File: src/rtl/shift_seq.sv
// rtl/shift_seq.sv - sequential one-bit-per-cycle shifter/rotator with valid/ready handshake
//
// Purpose:
//   Accepts an N-bit operand with a shift distance and direction, then shifts
//   the operand one bit per clock until the distance is used up, and holds the
//   result until the consumer takes it.
//
// Configuration macro:
//   SHIFT_SEQ_ROT_EN - when defined, in_rot=1 turns each step into a rotate.
//                      When undefined, in_rot is latched but ignored and all
//                      shifts are logical (zero fill).
//
// Ports:
//   clk       in   clock, all state updates on rising edge
//   clr       in   asynchronous active-high reset
//   in_valid  in   request present
//   in_ready  out  block is IDLE and can accept a request
//   in_data   in   [N-1:0] operand
//   in_amt    in   [AW-1:0] shift distance
//   in_dir    in   0 = right (toward LSB), 1 = left (toward MSB)
//   in_rot    in   rotate select
//   abort     in   synchronous cancel of the current operation
//   out_valid out  result present (state DONE)
//   out_ready in   consumer takes the result
//   out_data  out  [N-1:0] data register
//   busy      out  state is not IDLE

module shift_seq #(
  parameter int N  = 32,
  parameter int AW = $clog2(N)
) (
  input  logic          clk,
  input  logic          clr,
  input  logic          in_valid,
  output logic          in_ready,
  input  logic [N-1:0]  in_data,
  input  logic [AW-1:0] in_amt,
  input  logic          in_dir,
  input  logic          in_rot,
  input  logic          abort,
  output logic          out_valid,
  input  logic          out_ready,
  output logic [N-1:0]  out_data,
  output logic          busy
);

  typedef enum logic [1:0] {
    IDLE  = 2'd0,
    SHIFT = 2'd1,
    DONE  = 2'd2
  } state_t;

  state_t        r_state;
  state_t        w_state_nxt;
  logic [N-1:0]  r_data;
  logic [AW-1:0] r_cnt;
  logic          r_dir;
  logic          r_rot;

  logic          w_accept;
  logic          w_rot_eff;
  logic          w_fill;
  logic [N-1:0]  w_step;

  // abort wins over in_valid, so an aborted IDLE cycle never accepts.
  assign w_accept = (r_state == IDLE) && in_valid && !abort;

`ifdef SHIFT_SEQ_ROT_EN
  assign w_rot_eff = r_rot;
`else
  // Rotate support compiled out: the mode bit is still captured so the
  // register map matches the rotate build, but it never reaches the datapath.
  logic w_unused_rot;
  assign w_rot_eff    = 1'b0;
  assign w_unused_rot = r_rot;
`endif

  // One step: the bit leaving the word re-enters at the vacated end when
  // rotating, otherwise the vacated end is zero-filled.
  always_comb begin
    w_fill = 1'b0;
    w_step = r_data;
    if (w_rot_eff) begin
      w_fill = r_dir ? r_data[N-1] : r_data[0];
    end
    if (r_dir) begin
      w_step = {r_data[N-2:0], w_fill};
    end else begin
      w_step = {w_fill, r_data[N-1:1]};
    end
  end

  always_comb begin
    w_state_nxt = r_state;
    case (r_state)
      IDLE: begin
        if (w_accept) begin
          w_state_nxt = (in_amt == '0) ? DONE : SHIFT;
        end
      end
      SHIFT: begin
        if (abort) begin
          w_state_nxt = IDLE;
        end else if (r_cnt == AW'(1)) begin
          w_state_nxt = DONE;
        end
      end
      DONE: begin
        if (abort || out_ready) begin
          w_state_nxt = IDLE;
        end
      end
      default: w_state_nxt = IDLE;
    endcase
  end

  always_ff @(posedge clk or posedge clr) begin
    if (clr) begin
      r_state <= IDLE;
      r_data  <= '0;
      r_cnt   <= '0;
      r_dir   <= 1'b0;
      r_rot   <= 1'b0;
    end else begin
      r_state <= w_state_nxt;
      if (w_accept) begin
        r_data <= in_data;
        r_cnt  <= in_amt;
        r_dir  <= in_dir;
        r_rot  <= in_rot;
      end else if ((r_state == SHIFT) && !abort) begin
        r_data <= w_step;
        r_cnt  <= r_cnt - AW'(1);
      end
    end
  end

  assign in_ready  = (r_state == IDLE);
  assign out_valid = (r_state == DONE);
  assign busy      = (r_state != IDLE);
  assign out_data  = r_data;

endmodule

File: config.mk
export PLATFORM = sky130hd
export DESIGN_NAME = shift_seq
export DESIGN_NICKNAME = d
export VERILOG_FILES = /design/src/rtl/shift_seq.sv
export SDC_FILE = /design/constraint.sdc
export NUM_CORES = 1
export LEC_CHECK = 0
export CELL_PAD_IN_SITES_DETAIL_PLACEMENT = 1
export CELL_PAD_IN_SITES_GLOBAL_PLACEMENT = 2
export CORE_ASPECT_RATIO = 0.6
export CORE_MARGIN = 8
export CORE_UTILIZATION = 27
export DETAILED_ROUTE_END_ITERATION = 6
export PLACE_DENSITY = 0.8
export SYNTH_ARGS = -nofsm -noshare
export SYNTH_HDL_FRONTEND = slang
export SYNTH_SLANG_ARGS = --single-unit
File: constraint.sdc
create_clock -name clk -period 2 [get_ports clk]
set_input_delay 0.2 -clock clk [delete_from_list [all_inputs] [get_ports clk]]
set_output_delay 0.2 -clock clk [all_outputs]
set_load 0.05 [all_outputs]
# [After elaboration in Yosys (flattened, before gate mapping)]
# Index checks and enable logic that the tools add are counted.
[op_classes] add_sub_neg=1 eq_ne=6 mux=11 n_reduce_logical=10
[ops] cell="$mux W32" count=3
[ops] cell="$mux W2" count=5
[ops] cell="$mux W5" count=2
[ops] cell="$pmux W2 S3" count=1
[ops] cell="$eq A5 B1 Y1 const B" count=1
[ops] cell="$logic_not A5 Y1" count=1
[ops] cell="$sub A5 B1 Y5 const B" count=1
[ops] cell="$ne A2 B1 Y1 const B" count=2
[ops] cell="$reduce_bool A2 Y1" count=2
[ops] cell="$logic_and A1 B1 Y1" count=3
[ops] cell="$ne A3 B3 Y1 const B" count=1
[ops] cell="$reduce_and A3 Y1" count=1
[ops] cell="$eq A2 B1 Y1 const B" count=1
[ops] cell="$eq A2 B2 Y1 const B" count=1
[ops] cell="$logic_not A2 Y1" count=1
[ops] cell="$logic_not A1 Y1" count=1
[ops] cell="$logic_or A1 B1 Y1" count=1
[word_totals] regBits=40 in_bits=44 out_inout_bits=35 word_cells=32

# [Longest topological paths before layout]
[depth] depth_word=5 ltp_mapped=6 ltp_nobuf=5

# [Worst setup path before layout]
# Ideal clock, no wire load.
[synth_timing] path_kind="register -> output" from="register r_state[1]" to="output port busy" t_arrival_ns=1.695 required_ns=1.800 slack_ns=0.105 path_stages_with_launch=4 n_path_buf=1 cell_sequence="dfrtp_1 > buf_2 > nor2_1 > inv_1"
[synth_between] elab_chain_cells=1
[synth_lines] element="start: declaration" line_no="53" text="state_t r_state;"
[synth_lines] element="start signal: assignment" line_no="125" text="r_state <= w_state_nxt;"
[synth_lines] element="$reduce_bool A2 Y1" line_no="140" text="assign busy = (r_state != IDLE);"
[synth_lines] element="end: declaration" line_no="44" text="output logic busy"
# No other way between the ends.

# [Final worst setup path]
[layout_timing] from="register r_data[28], in the netlist out_data[28]" to="output port out_data[28]"
[layout_rtl] element="start: declaration" line_no="55" text="logic [N-1:0] r_data;"
[layout_rtl] element="start signal: assignment" line_no="127" text="r_data <= in_data;"
[layout_rtl] element="start signal: assignment" line_no="132" text="r_data <= w_step;"
[layout_rtl] element="end: declaration" line_no="43" text="output logic [N-1:0] out_data,"
# No word-level cell between the ends.

==> summary.json <==
{
  "run_status": "finished clean",
  "fmax_mhz": 561,
  "timing.critical_path.slowest_stage_cell": "clkdlybuf4s50_1",
  "setup-violations-final": 0,
  "setup.worst_path.class": "flip-flop to output pin",
  "drv_cap": 0,
  "seqCellArea_um2": 1000,
  "place.detailed.hpwl_mm": 5.43,
  "path_buf_inv": 1,
  "cts_hold_buffers": 0,
  "global_route_overflow": 0,
  "netlist_instances": 193,
  "worst_setup_hold_path_clk_slew_ps": 60,
  "drive_gt1_frac": 0.0945,
  "critical_path_end_type": "output pin",
  "die-height_um": 85.5,
  "timing.hold.worst.class": "input port to async pin",
  "grt_start_max_net_pins": 33,
  "syn-num-nets": 239,
  "yosys_warns": 0,
  "netlist_area_um2": 2170,
  "die_width_um": 132,
  "ys.flop_type": "dfrtp_1",
  "critical_path.startpoint_type": "flip-flop",
  "cts.sink_count": 40,
  "power-per-cell-area_nw_per_um2": 1810,
  "floorplan.rows": 25,
  "cellLeakagePower_nw": 1.38,
  "place_congestion": 0.794,
  "core-area_um2": 7850,
  "max_slew_margin": 0.498,
  "number_of_storage_elements_in_the_synthesis_netlist": 40,
  "cts_buffers": 5,
  "grt_antenna_before_repair": 0,
  "clockRootBuffer": "clkbuf_16",
  "insertion_delay_ps": 280,
  "postSynth.asyncResetShare": 1.00,
  "first_global_vias": 2182,
  "initial_core_util": 0.277,
  "n_antenna_cell": 0,
  "min_period_ps": 1780,
  "cts-resized-gates": 0,
  "timing_hold_violations_final": 0,
  "num_vias": 1947,
  "design.die.area_um2": 11300,
  "track_usage": 0.133,
  "pin_count": 79,
  "postCtsSetupRepairBufs": 0,
  "synth-seq-area-share": 0.461,
  "cts.htree.levels": 2,
  "drt_pre_antenna_iters": 4,
  "drcViolationCount": 0,
  "ir_drop_mv": 0.793,
  "fin_tns_setup_ps": 0,
  "worstMarginPinSlew_ps": 748,
  "path_cells": "clkdlybuf4s50_1",
  "avgViaCountPerCell": 5.08,
  "cts_tree": "done",
  "area_growth_syn_to_layout_pct": 48.9,
  "crit_path_max_incr_delay_ps": 860,
  "fin_worst_skew_ps": 4.69,
  "nNetsFinal": 320,
  "cp_data_required_time_ps": 1800,
  "worstPathArrival_ps": 1580,
  "cp_top_family": "buffers and inverters",
  "final_max_slew_viol_count": 0,
  "worst-path-max-fanout": 4,
  "multiInputGateArea_um2": 1060,
  "synth_edf_count": 0,
  "ys_types": 28,
  "layout_common_cells": "74 x clkdlybuf4s50_1, 39 x dfrtp_1, 35 x mux2i_1, 35 x a221o_1, 34 x nor2_1",
  "fin_hold_ws_ps": 279,
  "post_drt_wl_per_cell_um": 18.8,
  "final_common_cell": "clkdlybuf4s50_1",
  "unrepaired_setup_endpoints_after_global_routing": "no",
  "antenna_violating_nets_post_route": 0,
  "postSynthAreaPerCell_um2": 11.3,
  "drt_total_wl_mm": 7.22,
  "period_share": 0.891,
  "first_pass_grt_wire_length_mm": 12.1,
  "port_buffer_count": 77,
  "drt-initial-drc-count": 119,
  "fillerInstances": 878,
  "clock_tree.buffer_depth": 2
}
[layout make-up]
cell class | count | share of cell area
multi-input combinational | 133 | 0.329
sequential | 40 | 0.310
tap | 108 | 0.0417
clock buffer | 8 | 0.0452
timing repair buffer | 90 | 0.270
inverter | 4 | 0.00464
[power breakdown]
part	switching [W]	internal [W]	leakage, nW
Combinational	0.00203	0.00140	0.803
Sequential	0.000447	0.00118	0.501
Clock	0.000300	0.000498	0.0712
[cells by family after synthesis]
| family | synth area share |
|---|---|
| flip-flops | 0.461 |
| adder cells (fa/ha/maj) | 0.0115 |
| buffers and inverters | 0.0495 |
| multiplexers | 0.166 |
| AND/OR/NAND/NOR | 0.130 |
| AO/OA/AOI/OAI | 0.183 |
[synth_stat cells (2+ instances only)]
cell type / count / area share
a221o_1: 35 / 0.16
buf_1: 2 / 0.0035
buf_2: 8 / 0.018
buf_6: 3 / 0.016
clkbuf_1: 3 / 0.0052
dfrtp_1: 40 / 0.46
ha_1: 2 / 0.012
inv_1: 4 / 0.0069
mux2i_1: 35 / 0.16
nand2_1: 2 / 0.0035
nor2_1: 34 / 0.059
nor2b_1: 2 / 0.0058
nor3_1: 2 / 0.0046
nor3b_1: 5 / 0.017
o21ai_1: 3 / 0.0069
[state kept, by name (all words and copies together), names as in the netlist]
signal	cells
r_dir	1
r_state	2
r_cnt	5
out_data	32
[metal layers]
metal / vias to the layer above / global-route usage / part of all wire
li1: 896 / - / -
met1: 990 / 0.182 / 0.50
met2: 57 / 0.197 / 0.42
met3: 4 / 0.0502 / 0.071
met4: 0 / 0.0187 / 0.0040
met5: - / 0 / 0
[per-stage QoR]
stage	total power [W]	setup slack [ps]	util	std cells	instance area, um2
floorplan	0.00394	105	-	193	2170
global placement	0.00504	84.0	0.394	375	3090
detailed placement	0.00510	55.5	0.394	375	3090
CTS	0.00593	217	0.412	383	3240
global route	0.00623	187	0.412	383	3240
finish	0.00586	218	0.412	383	3240
[worst paths after layout]
kind | cells past startpoint | slack, ps | end | startpoint
hold / removal | 2 | 280 | out_data[5] | clr
hold reg to reg | 1 | 550 | r_cnt[4] | r_cnt[4]
setup reg to reg | 4 | 300 | r_cnt[3] | r_state[1]
max in group asynchronous | 3 | 1130 | out_data[2] | clr
setup / recovery | 1 | 220 | out_data[28] | out_data[28]
min in group clk | 3 | 480 | out_data[31] | in_data[31]
Note: power is estimated with default switching activity, not from simulation.
